File: config.mk
export PLATFORM = sky130hd
export DESIGN_NAME = axi_lite_mem_slave
export DESIGN_NICKNAME = d
export VERILOG_FILES = /design/src/rtl/axi_lite_mem_slave.sv
export SDC_FILE = /design/constraint.sdc
export NUM_CORES = 1
export LEC_CHECK = 0
export ABC_CLOCK_PERIOD_IN_PS = 2300
export BUFFER_PORTS_ARGS = -buffer_cell sky130_fd_sc_hd__buf_2
export CAP_MARGIN = 20
export CORE_MARGIN = 1
export CORE_UTILIZATION = 38
export CTS_CLUSTER_SIZE = 14
export DETAILED_ROUTE_END_ITERATION = 6
export GPL_TIMING_DRIVEN = 0
export SLEW_MARGIN = 20
export SYNTH_ARGS = -nofsm -noshare
export SYNTH_HDL_FRONTEND = slang
export SYNTH_SLANG_ARGS = --single-unit
File: constraint.sdc
create_clock -name clk -period 2.3 [get_ports clk]
set_clock_uncertainty 0.05 [all_clocks]
set_input_delay 0.115 -clock clk [delete_from_list [all_inputs] [get_ports clk]]
set_output_delay 0.115 -clock clk [all_outputs]
set_load 0.01 [all_outputs]
File: src/rtl/axi_lite_mem_slave.sv
// axi_lite_mem_slave: AXI-Lite word-addressed memory slave.
// Serves one transaction at a time (AR->R or AW->W->B). Simultaneous AR/AW
// requests are arbitrated round-robin through a one-bit last_grant register.
// Out-of-range addresses get SLVERR; delivered SLVERR responses are counted
// in a saturating 8-bit counter.
// Optional feature macro: ERR_INJECT_EN. When defined, force_err sampled in
// AR_ACC/AW_ACC forces the transaction's error flag.
module axi_lite_mem_slave #(
  parameter int ADDR_WDTH = 8,
  parameter int DATA_WDTH = 32,
  parameter int DEPTH     = 16
) (
  input  logic                   clk,
  input  logic                   rst,
  input  logic                   ar_valid,
  output logic                   ar_ready,
  input  logic [ADDR_WDTH-1:0]   ar_address,
  output logic                   r_valid,
  input  logic                   r_ready,
  output logic [DATA_WDTH-1:0]   r_data,
  output logic [1:0]             r_resp,
  input  logic                   aw_valid,
  output logic                   aw_ready,
  input  logic [ADDR_WDTH-1:0]   aw_address,
  input  logic                   w_valid,
  output logic                   w_ready,
  input  logic [DATA_WDTH-1:0]   w_data,
  input  logic [DATA_WDTH/8-1:0] w_strb,
  output logic                   b_valid,
  input  logic                   b_ready,
  output logic [1:0]             b_resp,
  input  logic                   force_err,
  output logic [7:0]             err_count
);

  localparam int STRB_W = DATA_WDTH / 8;
  localparam int IDX_W  = (DEPTH > 1) ? $clog2(DEPTH) : 1;
  // DEPTH may equal 2^ADDR_WDTH, so the limit needs one extra bit.
  localparam logic [ADDR_WDTH:0] DEPTH_LIM = (ADDR_WDTH + 1)'(DEPTH);

  localparam logic [1:0] RESP_OKAY   = 2'b00;
  localparam logic [1:0] RESP_SLVERR = 2'b10;

  typedef enum logic [2:0] {
    IDLE, AR_ACC, RD_MEM, R_RESP, AW_ACC, W_WAIT, WR_MEM, B_RESP
  } state_t;

  state_t                state;
  state_t                state_nxt;
  logic                  last_grant;   // 1 = write channel granted last
  logic [IDX_W-1:0]      idx_q;
  logic                  err_q;
  logic [DATA_WDTH-1:0]  wdata_q;
  logic [STRB_W-1:0]     wstrb_q;
  logic                  inject;
  logic                  rd_addr_err;
  logic                  wr_addr_err;
  logic                  err_handshake;

  logic [DATA_WDTH-1:0]  mem [DEPTH];

`ifdef ERR_INJECT_EN
  assign inject = force_err;
`else
  // force_err has no effect in this build; it is tied off here.
  logic unused_force_err;
  assign unused_force_err = force_err;
  assign inject           = 1'b0;
`endif

  assign rd_addr_err = ({1'b0, ar_address} >= DEPTH_LIM) | inject;
  assign wr_addr_err = ({1'b0, aw_address} >= DEPTH_LIM) | inject;

  // A response handshake carrying SLVERR bumps the error counter.
  assign err_handshake = err_q &&
                         (((state == R_RESP) && r_ready) ||
                          ((state == B_RESP) && b_ready));

  // State register.
  always_ff @(posedge clk) begin
    // NOTE: sequential state uses non-blocking (<=) so every register
    // samples pre-edge values regardless of block ordering.
    if (rst) state <= IDLE;
    else     state <= state_nxt;
  end

  // Next-state logic, including round-robin grant on contention.
  always_comb begin
    // NOTE: default assignment first so no path leaves state_nxt unassigned
    // (which would infer a latch).
    state_nxt = state;
    case (state)
      IDLE: begin
        if (ar_valid && aw_valid) state_nxt = last_grant ? AR_ACC : AW_ACC;
        else if (ar_valid)        state_nxt = AR_ACC;
        else if (aw_valid)        state_nxt = AW_ACC;
      end
      AR_ACC: state_nxt = RD_MEM;
      RD_MEM: state_nxt = R_RESP;
      R_RESP: if (r_ready) state_nxt = IDLE;
      AW_ACC: state_nxt = W_WAIT;
      W_WAIT: if (w_valid) state_nxt = WR_MEM;
      WR_MEM: state_nxt = B_RESP;
      B_RESP: if (b_ready) state_nxt = IDLE;
      default: state_nxt = IDLE;
    endcase
  end

  // Handshake outputs and response codes decoded from the current state.
  always_comb begin
    ar_ready = 1'b0;
    aw_ready = 1'b0;
    w_ready  = 1'b0;
    r_valid  = 1'b0;
    b_valid  = 1'b0;
    r_resp   = RESP_OKAY;
    b_resp   = RESP_OKAY;
    case (state)
      AR_ACC: ar_ready = 1'b1;
      R_RESP: begin
        r_valid = 1'b1;
        r_resp  = err_q ? RESP_SLVERR : RESP_OKAY;
      end
      AW_ACC: aw_ready = 1'b1;
      W_WAIT: w_ready  = 1'b1;
      B_RESP: begin
        b_valid = 1'b1;
        b_resp  = err_q ? RESP_SLVERR : RESP_OKAY;
      end
      default: ;
    endcase
  end

  // Transaction datapath: grant history, latched address/error/write data,
  // registered read data and the saturating error counter.
  always_ff @(posedge clk) begin
    if (rst) begin
      last_grant <= 1'b1;
      idx_q      <= '0;
      err_q      <= 1'b0;
      wdata_q    <= '0;
      wstrb_q    <= '0;
      r_data     <= '0;
      err_count  <= 8'd0;
    end else begin
      if ((state == IDLE) && ar_valid && aw_valid)
        last_grant <= ~last_grant;

      case (state)
        AR_ACC: begin
          idx_q <= ar_address[IDX_W-1:0];
          err_q <= rd_addr_err;
        end
        AW_ACC: begin
          idx_q <= aw_address[IDX_W-1:0];
          err_q <= wr_addr_err;
        end
        W_WAIT: begin
          if (w_valid) begin
            wdata_q <= w_data;
            wstrb_q <= w_strb;
          end
        end
        RD_MEM: r_data <= err_q ? '0 : mem[idx_q];
        default: ;
      endcase

      if (err_handshake && (err_count != 8'hFF))
        err_count <= err_count + 8'd1;
    end
  end

  // Byte-masked memory write; suppressed for erroring transactions.
  always_ff @(posedge clk) begin
    // NOTE: the memory array is deliberately not reset so it maps onto plain
    // RAM; only control state is cleared by rst.
    if (!rst && (state == WR_MEM) && !err_q) begin
      for (int i = 0; i < STRB_W; i++) begin
        if (wstrb_q[i]) mem[idx_q][i*8 +: 8] <= wdata_q[i*8 +: 8];
      end
    end
  end

endmodule
==> results.md, run 1 <==
- Reg clk slew, reported paths: 60 ps
- Port bufs: 105
- TritonCTS clock tree: yes
- Clock sinks: 601
- Combinational power share: 8.3%
- Pleak: 10.11 nW
- Sequential-to-total area share from yosys stat: 74.57%
- Initial core utilization: 38.69%
- CTS Buf Count: 59
- Worst r2r src: state[1]
- Die height: 248.1 um
- CP Data Required Time: 2520 ps
- Largest cells by area after synthesis: edfxtp_1, mux4_2, dfxtp_1
- CTS Buffer Depth: 3
- Number of enable flip-flop cells after synthesis: 512
- Routed Antenna Nets: 0
- Root buffer cell: clkbuf_16
- Yosys top cell by area: edfxtp_1
- Pwr dens: 833.1 mW/mm^2
- Outcome: complete, but fails checks
- Die Wd: 248.1 um
- Syn avg cell area: 17.85 sq um
- Setup WS post-layout: -33.39 ps
- Vias/cell: 5.257
- Worst setup path start: state[1]
- All-Layer GR Usage: 18.18%
- Setup Viol. Count Final: 45
- VDD IR max: 0.5904 mV
- Final HPWL DP: 36210 um
- DRC: 0
- Post-synthesis async set-or-reset flop share: 0%
- Setup CP Type: register to register
- Failing checks: setup timing
- Clk Latency, worst-skew pair: 610 ps
- Worst Path Arrival: 2550 ps
- Max FO, Critical Path: 10
- WL per Instance: 22.94 um
- Final Hold Viols: 0
- MaxCap Viol Count: 0
- Min-delay src: w_valid
- Synth warn: 0
- Grt ovf: 0
- Slew HR: 41.33%
- RSZ-0062 raised after global routing: true
- Final core occ: 47.30%
- Setup TNS: -518.6 ps
- Die ar.: 0.06153 sq mm
- Fin crit period: 2333 ps
- Row Count: 89
- CP endpoint kind: register
- Mapped cell area: 0.02301 sq mm
- DRT iter0 DRCs: 1180
- Post-Route WL: 54490 um
- Initial antenna violation count: 0
- I/O pin total: 109
- Final period util: 101.5%
- Switching pwr: 5.289 mW
- Slew @ Worst Pin: 880.1 ps
- Vias: 12.49k
- Top cells by count, synth: edfxtp_1, mux2i_1, mux4_2
- Count leader, synth: edfxtp_1
- Netlist cell types: 50
- Post-Syn Instances: 1289
- Layout cells sized above 1: 29.21%
- Area of the core: 0.05946 sq mm
- Final Wtd Congestion: 0.8153
- Crit path launch type: register
- Sequential power share: 50.6%
- Drt first pass iters: 5
- Pint: 18.14 mW
- Htree depth: 2
- Fmax: 428.6 MHz
- Net Sw Frac: 22.57%
- Via count of the first global-routing pass: 13.04k
- Type of the most critical hold path: primary input to register
- Synthesis-to-layout area growth: 22.25%
- Final Net Count: 1613
- Antenna Cells: 0
- Reg-to-reg slack, setup: -30 ps
- Clock share of power: 41.1%
- Dominant synthesized flop cell: edfxtp_1
- Largest net degree at the start of global routing: 18
- Top-area cell type share of the netlist area: 66.83%
- First-pass GRT wire length: 81480 um
- Yosys reg bits: 601
- Final Slew Violations: 0
## cells by family after synthesis
group | after synthesis | synth area share (%)
compound gates | 161 | 4.644
other cells | 1 | 0.01630
flops | 601 | 74.57
buf+inv | 81 | 1.898
fa+ha+maj | 1 | 0.05437
xor+xnor | 2 | 0.07615
simple gates | 244 | 4.905
mux | 198 | 13.84
## routing by layer
| metal | track usage (%) | vias to the layer above | part of all wire [%] |
|---|---|---|---|
| met5 | 1.272 | - | 0 |
| met4 | 5.431 | 0 | 2.4 |
| met3 | 4.740 | 89 | 7.3 |
| met2 | 30.26 | 420 | 49 |
| met1 | 23.21 | 6344 | 42 |
| li1 | - | 5632 | - |
## state kept, by name, summed over array words and instances, names as in the netlist, named ones only
| signal | flops |
|---|---|
| wdata_q | 32 |
| idx_q | 4 |
| wstrb_q | 4 |
| state | 3 |
| last_grant | 1 |
| r_data | 32 |
| err_count | 8 |
| err_q | 1 |
| mem | 512 |
## cell type report
type	count	area (sq um)
Buffer	76	459.2
Clock buffer	78	1684
Clock inverter	33	275.3
Fill cell	5078	31340
Inverter	5	18.77
Multi-Input combinational cell	608	5827
Sequential cell	601	17160
Tap cell	773	967.2
Timing Repair Buffer	201	1738
## through the flow
| stage | setup slack [ps] | instance area [sq um] | power, mW | cells | hold WS (ps) |
|---|---|---|---|---|---|
| 2_1_floorplan | 261.2 | 23010 | 13.27 | 1290 | 201.0 |
| 3_3_place_gp | -763.3 | 24500 | 13.88 | 2168 | 313.1 |
| 3_5_place_dp | -746.8 | 24550 | 13.90 | 2171 | 310.4 |
| 4_1_cts | 0.5989 | 28070 | 23.61 | 2375 | 64.61 |
| 5_1_grt | -135.2 | 28130 | 24.16 | 2375 | 95.43 |
| 6_report | -33.39 | 28130 | 23.43 | 2375 | 111.0 |
## timing repair
item,in CTS,in global routing
hold buffers,55,0
pin swaps,35,0
setup buffers,38,0
resized for setup,111,25
hold endpoints to repair,49,0
endpoints found under the setup margin,530,309
## final timing paths
| kind | cells after the start | endpoint |
|---|---|---|
| worst max-delay path | 5 | mem[7][6] |
| worst max register to register | 5 | mem[7][6] |
| worst min register to register | 2 | wstrb_q[0] |
| worst min-delay path | 5 | wstrb_q[3] |
## cell usage in the layout, fill, tap and decap left out, types with 3 or more instances in the layout
| master | Yosys | final |
|---|---|---|
| dfxtp_1 | 89 | 88 |
| edfxtp_1 | 512 | 512 |
| clkbuf_2 | 0 | 5 |
| a21oi_1 | 43 | 42 |
| clkinv_2 | 0 | 16 |
| nor2_4 | 0 | 45 |
| buf_4 | 14 | 30 |
| clkbuf_1 | 27 | 29 |
| clkinvlp_4 | 0 | 5 |
| a22oi_1 | 32 | 32 |
| and3_1 | 4 | 4 |
| o21ai_0 | 4 | 4 |
| bufinv_16 | 0 | 4 |
| buf_6 | 5 | 6 |
| a211oi_1 | 5 | 5 |
| nand2b_1 | 33 | 33 |
| clkinv_1 | 0 | 6 |
| buf_2 | 28 | 130 |
| and3b_1 | 4 | 3 |
| inv_1 | 5 | 5 |
| nand3_1 | 7 | 7 |
| o21ai_1 | 32 | 32 |
| dlygate4sd3_1 | 0 | 55 |
| mux4_2 | 96 | 96 |
| nand4_1 | 3 | 3 |
| nor2_2 | 1 | 20 |
| clkbuf_8 | 0 | 5 |
| nor3_1 | 3 | 3 |
| and2_1 | 4 | 4 |
| nor2_1 | 78 | 14 |
| clkbuf_4 | 2 | 3 |
| a32oi_1 | 32 | 32 |
| nor2b_1 | 5 | 5 |
| mux2i_1 | 102 | 102 |
| buf_12 | 0 | 28 |
| clkbuf_16 | 0 | 64 |
| nand2_1 | 92 | 90 |
## critical path, stage by stage (launching register included)
cell and delay, ps:
dfxtp_2 400, nor3b_4 240, and3b_2 350, nand2_1 320, buf_4 350, nor2_4 270
## power by group through the flow
stage	logic, mW	clock network (mW)	registers [mW]
floorplan	1.22	0	12.0
global placement	1.80	0	12.1
detailed placement	1.82	0	12.1
CTS	1.93	9.82	11.9
global route	2.07	10.2	11.9
finish	1.93	9.64	11.9
Note: power is estimated with default switching activity, not from simulation.
==> run 2, diff against run 1 <==
--- a/config.mk
+++ b/config.mk
@@ -8,11 +8,15 @@
 export ABC_CLOCK_PERIOD_IN_PS = 2300
 export BUFFER_PORTS_ARGS = -buffer_cell sky130_fd_sc_hd__buf_2
 export CAP_MARGIN = 20
+export CELL_PAD_IN_SITES_DETAIL_PLACEMENT = 0
+export CELL_PAD_IN_SITES_GLOBAL_PLACEMENT = 1
 export CORE_MARGIN = 1
 export CORE_UTILIZATION = 38
 export CTS_CLUSTER_SIZE = 14
 export DETAILED_ROUTE_END_ITERATION = 6
 export GPL_TIMING_DRIVEN = 0
+export PLACE_DENSITY_LB_ADDON = 0.1
+export SKIP_CTS_REPAIR_TIMING = 1
 export SLEW_MARGIN = 20
 export SYNTH_ARGS = -nofsm -noshare
 export SYNTH_HDL_FRONTEND = slang
==> run 2 against run 1 <==
Compared with the run above:
- the flow finishes with violations (hold timing)
- critical endpoint is now mem[5][18]
- non-clock buffer count decreased by 7
- count of clock-buffer cells in the layout increased by 14
- global-route usage increased by 0.92 points
- clock power increased by 2.7%
- cell count unchanged
==> results.md, run 2 (synthesis gave the netlist of run 1 again) <==
- Bufs and invs on worst path: 2 (+1)
- Die height: 248.1 um (unchanged)
- Area of the core: 0.05946 sq mm (unchanged)
- Final core occ: 47.25% (about the same)
- Top reg by flops: mem
- Final Slew Violations: 0 (unchanged)
- Final HPWL DP: 38430 um (+6.1%)
- Slew HR: 27.81% (-14 points)
- Type of the most critical hold path: primary input to register
- Crit path launch type: register
- Setup TNS: 0 ps (+518.6 ps)
- Outcome: complete, but fails checks
- Fmax: 439.4 MHz (+2.5%)
- Layer with the highest usage: met2
- Max FO, Critical Path: 10 (unchanged)
- Worst path slowest cell: dfxtp_2
- Setup Viol. Count Final: 0 (-100%)
- Reg clk slew, reported paths: 60 ps (about the same)
- Commonest non-fill, non-tap cell in the layout: edfxtp_1
- Worst Path Arrival: 2500 ps (-50 ps)
- Post-Route WL: 57640 um (+5.8%)
- Drt first pass iters: 5 (unchanged)
- Initial core utilization: 38.69% (unchanged)
- Cell mode on critical path: buf_4
- Critical path's largest stage delay: 400 ps (about the same)
- Root buffer cell: clkbuf_16
- Vias: 12.36k (-0.99%)
- DRT iter0 DRCs: 926 (-22%)
- Hold Slack: -36.70 ps (-147.7 ps)
- Layout cells sized above 1: 28.65% (-0.56 points)
- I/O pin total: 109 (unchanged)
- Final Net Count: 1613 (unchanged)
- Pwr dens: 844.1 mW/mm^2 (+1.3%)
- RSZ-0062 raised after global routing: true
- DRC: 0 (unchanged)
- Die ar.: 0.06153 sq mm (unchanged)
- Setup CP Type: register to register
- GR Util met3: 3.372% (-1.4 points)
- Port bufs: 105 (unchanged)
- Synthesis-to-layout area growth: 22.13% (about the same)
- Row Count: 89 (unchanged)
- CP endpoint kind: register
- M1 GR Usage: 26.54% (+3.3 points)
- Worst path cell trace: nor3b_4 -> and3b_2 -> nand2_2 -> buf_4 -> nor2_4 -> buf_4
- VDD IR max: 0.4613 mV (-22%)
- Setup WS post-layout: 24.27 ps (+57.66 ps)
- Fin crit period: 2276 ps (-57.66 ps)
- Worst Reg-to-Reg Cells: 6 (+1)
- Critical path depth: 6 (+1)
- Failing checks: hold timing
- Commonest non-fill, non-tap cells in the layout: edfxtp_1, buf_2, mux2i_1
- Final Hold Viols: 1 (+1)
- CTS Buf Count: 66 (+12%)
- Die Wd: 248.1 um (unchanged)
- Final Wtd Congestion: 0.7620 (-6.5%)
- WL per Instance: 24.27 um (+5.8%)
- Max reg flops: 512 (unchanged)
- Met2 Use GR: 30.77% (+0.51 points)
- Via count of the first global-routing pass: 12.31k (-5.6%)
- Final period util: 98.94% (-2.5 points)
- Dpl ws: -799.6 ps (-52.86 ps)
- CP Data Required Time: 2530 ps (about the same)
- Grt ovf: 0 (unchanged)
- Antenna Cells: 0 (unchanged)
- Vias/cell: 5.205 (-0.99%)
- CTS Buffer Depth: 3 (unchanged)
- Routed Antenna Nets: 0 (unchanged)
- First-pass GRT wire length: 83190 um (+2.1%)
- MaxCap Viol Count: 0 (unchanged)
- Initial antenna violation count: 0 (unchanged)
- All-Layer GR Usage: 19.10% (+0.92 points)
- Largest net degree at the start of global routing: 18 (unchanged)
- TritonCTS clock tree: yes
- Hold path cells: 4 (-1)
- Pleak: 10.07 nW (-0.34%)
- Slew @ Worst Pin: 1083 ps (+202.7 ps)
- Htree depth: 3 (+1)
- Largest regs: mem (512), r_data (32), wdata_q (32)
- Clk Latency, worst-skew pair: 590 ps (-20 ps)
- Clock sinks: 601 (unchanged)
- Delay-heaviest family, CP: simple AND/OR/NAND/NOR gates
==> run 2: cell types whose count changed in the layout (fill, tap and decap cells not counted), moves of 2 or more <==
cell        delta
clkbuf_2       -2
nor2_2         +3
clkbuf_1      +10
buf_4          -7
clkinv_1       +2
nand2_1        -2
clkbuf_4       +4
clkbuf_16      +5
nor2_4         -3
bufinv_16      -3
nand2_2        +2
clkinvlp_4     -2
clkinv_2       -4
==> run 2: final timing paths <==
path	startpoint	slack (ps)	to
worst max-delay path	state[1]	20	mem[5][18]
worst min-delay path	w_valid	-40	state[0]
worst max register to register	state[1]	20	mem[5][18]
worst min register to register	wstrb_q[0]	420	wstrb_q[0]
==> run 2: final cells by class <==
type	instances	area, sq um
fill	5162	31370
sequential	601	17160
multi-input combinational	608	5809
clock buffer	92	1853
timing repair buffer	194	1687
tap	773	967.2
buffer	76	446.7
clock inverter	26	160.2
inverter	5	18.77
==> run 2: per-layer routing <==
layer | up-vias | routed length [um]
li1 | 5654 | -
met1 | 6363 | 26190
met2 | 267 | 27690
met3 | 77 | 2572
met4 | 0 | 1182
met5 | - | 0
==> run 2: power by group <==
part / switching [mW] / internal [mW] / total, mW
clock: 4.16 / 5.74 / 9.90
sequential: 0.106 / 11.8 / 11.9
combinational: 1.17 / 0.790 / 1.96
==> run 2: tightest hold or removal path: cells and delay by family <==
| family | cells | cell delay, ps |
|---|---|---|
| AO/OA/AOI/OAI | 2 | 240 |
| multiplexers | 1 | 70 |
| buffers and inverters | 1 | 120 |
==> run 2: per-stage QoR <==
step	hold WS, ps	instances	power [mW]	cell area (sq um)
floorplan	201.0	1290	13.27	23010
global placement	308.5	2168	13.96	24500
detailed placement	312.6	2171	13.96	24540
CTS	-326.5	2289	23.91	26560
global route	69.66	2375	24.56	28100
finish	-36.70	2375	23.72	28100
==> run 3, diff against run 2 <==
--- a/config.mk
+++ b/config.mk
@@ -5,13 +5,12 @@
 export SDC_FILE = /design/constraint.sdc
 export NUM_CORES = 1
 export LEC_CHECK = 0
-export ABC_CLOCK_PERIOD_IN_PS = 2300
 export BUFFER_PORTS_ARGS = -buffer_cell sky130_fd_sc_hd__buf_2
 export CAP_MARGIN = 20
 export CELL_PAD_IN_SITES_DETAIL_PLACEMENT = 0
 export CELL_PAD_IN_SITES_GLOBAL_PLACEMENT = 1
 export CORE_MARGIN = 1
-export CORE_UTILIZATION = 38
+export CORE_UTILIZATION = 45
 export CTS_CLUSTER_SIZE = 14
 export DETAILED_ROUTE_END_ITERATION = 6
 export GPL_TIMING_DRIVEN = 0
==> run 3 against run 2 <==
Compared with the run above:
- the run now ends clean
- sequential power about the same
- die area down 15%
- cell area decreased by 0.52%
- sequential cell count is the same
- largest cell class unchanged
==> results.md, run 3 (synthesis gave the netlist of run 1 again) <==
- Fill cells: 4013 (-22%)
- Initial core utilization: 45.76% (+7.1 points)
- Bufs and invs on worst path: 0 (-2)
- Max FO, Critical Path: 8 (-2)
- Worst Path Arrival: 2440 ps (-60 ps)
- Delay-heaviest family, CP: simple AND/OR/NAND/NOR gates
- WL per Instance: 23.88 um (-1.6%)
- Outcome: completed
- Row Count: 82 (-7.9%)
- Post-Layout Cell Count: 2269 (-4.5%)
- All-Layer GR Usage: 20.99% (+1.9 points)
- Final core occ: 55.60% (+8.3 points)
- Final period util: 99.47% (+0.53 points)
- Final Wtd Congestion: 0.7859 (+3.1%)
- Synthesis-to-layout area growth: 21.50%
- I/O pin total: 109 (unchanged)
- Type of the most critical hold path: primary input to register
- Clk Latency, worst-skew pair: 600 ps (about the same)
- Drt first pass iters: 5 (unchanged)
- Slew @ Worst Pin: 1074 ps (-8.529 ps)
- Port bufs: 105 (unchanged)
- Clock sinks: 601 (unchanged)
- Setup CP Type: register to register
- Vias/cell: 5.418 (+4.1%)
- Final Cell Area: 0.02795 sq mm (-0.52%)
- Htree depth: 3 (unchanged)
- First-pass GRT wire length: 79510 um (-4.4%)
- RSZ-0062 raised after global routing: true
- Setup Viol. Count Final: 0 (unchanged)
- Largest net degree at the start of global routing: 18 (unchanged)
- Die ar.: 0.05203 sq mm (-15%)
- VDD IR max: 0.6442 mV (+40%)
- Die Wd: 228.1 um (-8.0%)
- Post-Place Cells: 2069 (-4.7%)
- CTS Buf Count: 66 (unchanged)
- Setup WS post-layout: 12.16 ps (-12.12 ps)
- Top reg by flops: mem
- Vias: 12.29k (-0.54%)
- MaxCap Viol Count: 0 (unchanged)
- Fmax: 437.1 MHz (-0.53%)
- Worst path slowest cell: nor2_2
- Final Net Count: 1605 (-0.50%)
- Die height: 228.1 um (-8.0%)
- CP endpoint kind: register
- Via count of the first global-routing pass: 12.39k (+0.62%)
- Dpl ws: -666.9 ps (+132.8 ps)
- Final Slew Violations: 0 (unchanged)
- Final Hold Viols: 0 (-1)
- Post-Route WL: 54180 um (-6.0%)
- Fin crit period: 2288 ps (+12.12 ps)
- Reg clk slew, reported paths: 60 ps (about the same)
- Max reg flops: 512 (unchanged)
- CTS Buffer Depth: 3 (unchanged)
- DRT iter0 DRCs: 1052 (+14%)
- Crit path launch type: register
- DRC: 0 (unchanged)
- TritonCTS clock tree: yes
- Worst path cell trace: nand4_1 -> nor2_2
- Initial antenna violation count: 0 (unchanged)
- Routed Antenna Nets: 0 (unchanged)
- DP Area: 0.02441 sq mm (-0.55%)
- Commonest non-fill, non-tap cell in the layout: edfxtp_1
- Setup TNS: 0 ps (unchanged)
- Pleak: 10.10 nW (+0.22%)
- Layout cells sized above 1: 28.68% (about the same)
- Antenna Cells: 0 (unchanged)
- CP Data Required Time: 2450 ps (-80 ps)
- Slew HR: 28.38% (+0.57 points)
- Largest regs: mem (512), r_data (32), wdata_q (32)
- Area of the core: 0.05027 sq mm (-15%)
- Grt ovf: 0 (unchanged)
- Pwr dens: 864.1 mW/mm^2 (+2.4%)
- Root buffer cell: clkbuf_16
- Final HPWL DP: 36150 um (-5.9%)
- Register area: 0.01716 sq mm (unchanged)
- Multi-input gate area: 0.005802 sq mm (-0.13%)
- Commonest non-fill, non-tap cells in the layout: edfxtp_1, buf_2, mux2i_1
- Critical path's largest stage delay: 780 ps (+380 ps)
==> run 3: where the power goes <==
group / internal [mW] / switching [mW] / leakage (nW)
clock: 6.24 / 4.13 / 1.07
sequential: 11.8 / 0.106 / 6.48
combinational: 0.782 / 1.14 / 2.55
total: 18.8 / 5.38 / 10.1
==> run 3: path summary, 6_finish.rpt <==
kind,from,to,slack [ps],depth (start not counted)
setup / recovery,idx_q[1],mem[15][21],10,2
hold / removal,w_valid,wstrb_q[0],70,5
setup reg to reg,idx_q[1],mem[15][21],10,2
hold reg to reg,wstrb_q[1],wstrb_q[1],420,2
==> run 3: final cells by class <==
type	count	area share [%]
plain buffers	76	1.562
clock buffers	97	6.992
clock inverters	24	0.7341
inverters	5	0.06714
multi-input cells	608	20.76
flip-flops and latches	601	61.38
well taps	672	3.008
repair buffers	186	5.501
==> run 3: per-layer routing <==
layer / global-route usage [%] / share of wire (%) / wire (um)
met5: 0.4596 / 0 / 0
met4: 6.753 / 2.3 / 1270
met1: 27.98 / 43 / 23480
met3: 4.263 / 5.8 / 3142
met2: 34.58 / 49 / 26290
==> run 3: worst min-delay path, delay by kind of cell <==
kind | cells | cell delay [ps]
compound gates | 1 | 50
buf+inv | 2 | 290
simple gates | 2 | 210
==> run 3: stage by stage <==
step	total power [mW]	hold slack (ps)
final	24.15	67.47
after CTS	24.28	-315.4
after floorplan	13.27	201.0
after global routing	24.93	89.30
after detailed placement	13.93	312.1
after global placement	13.92	306.1
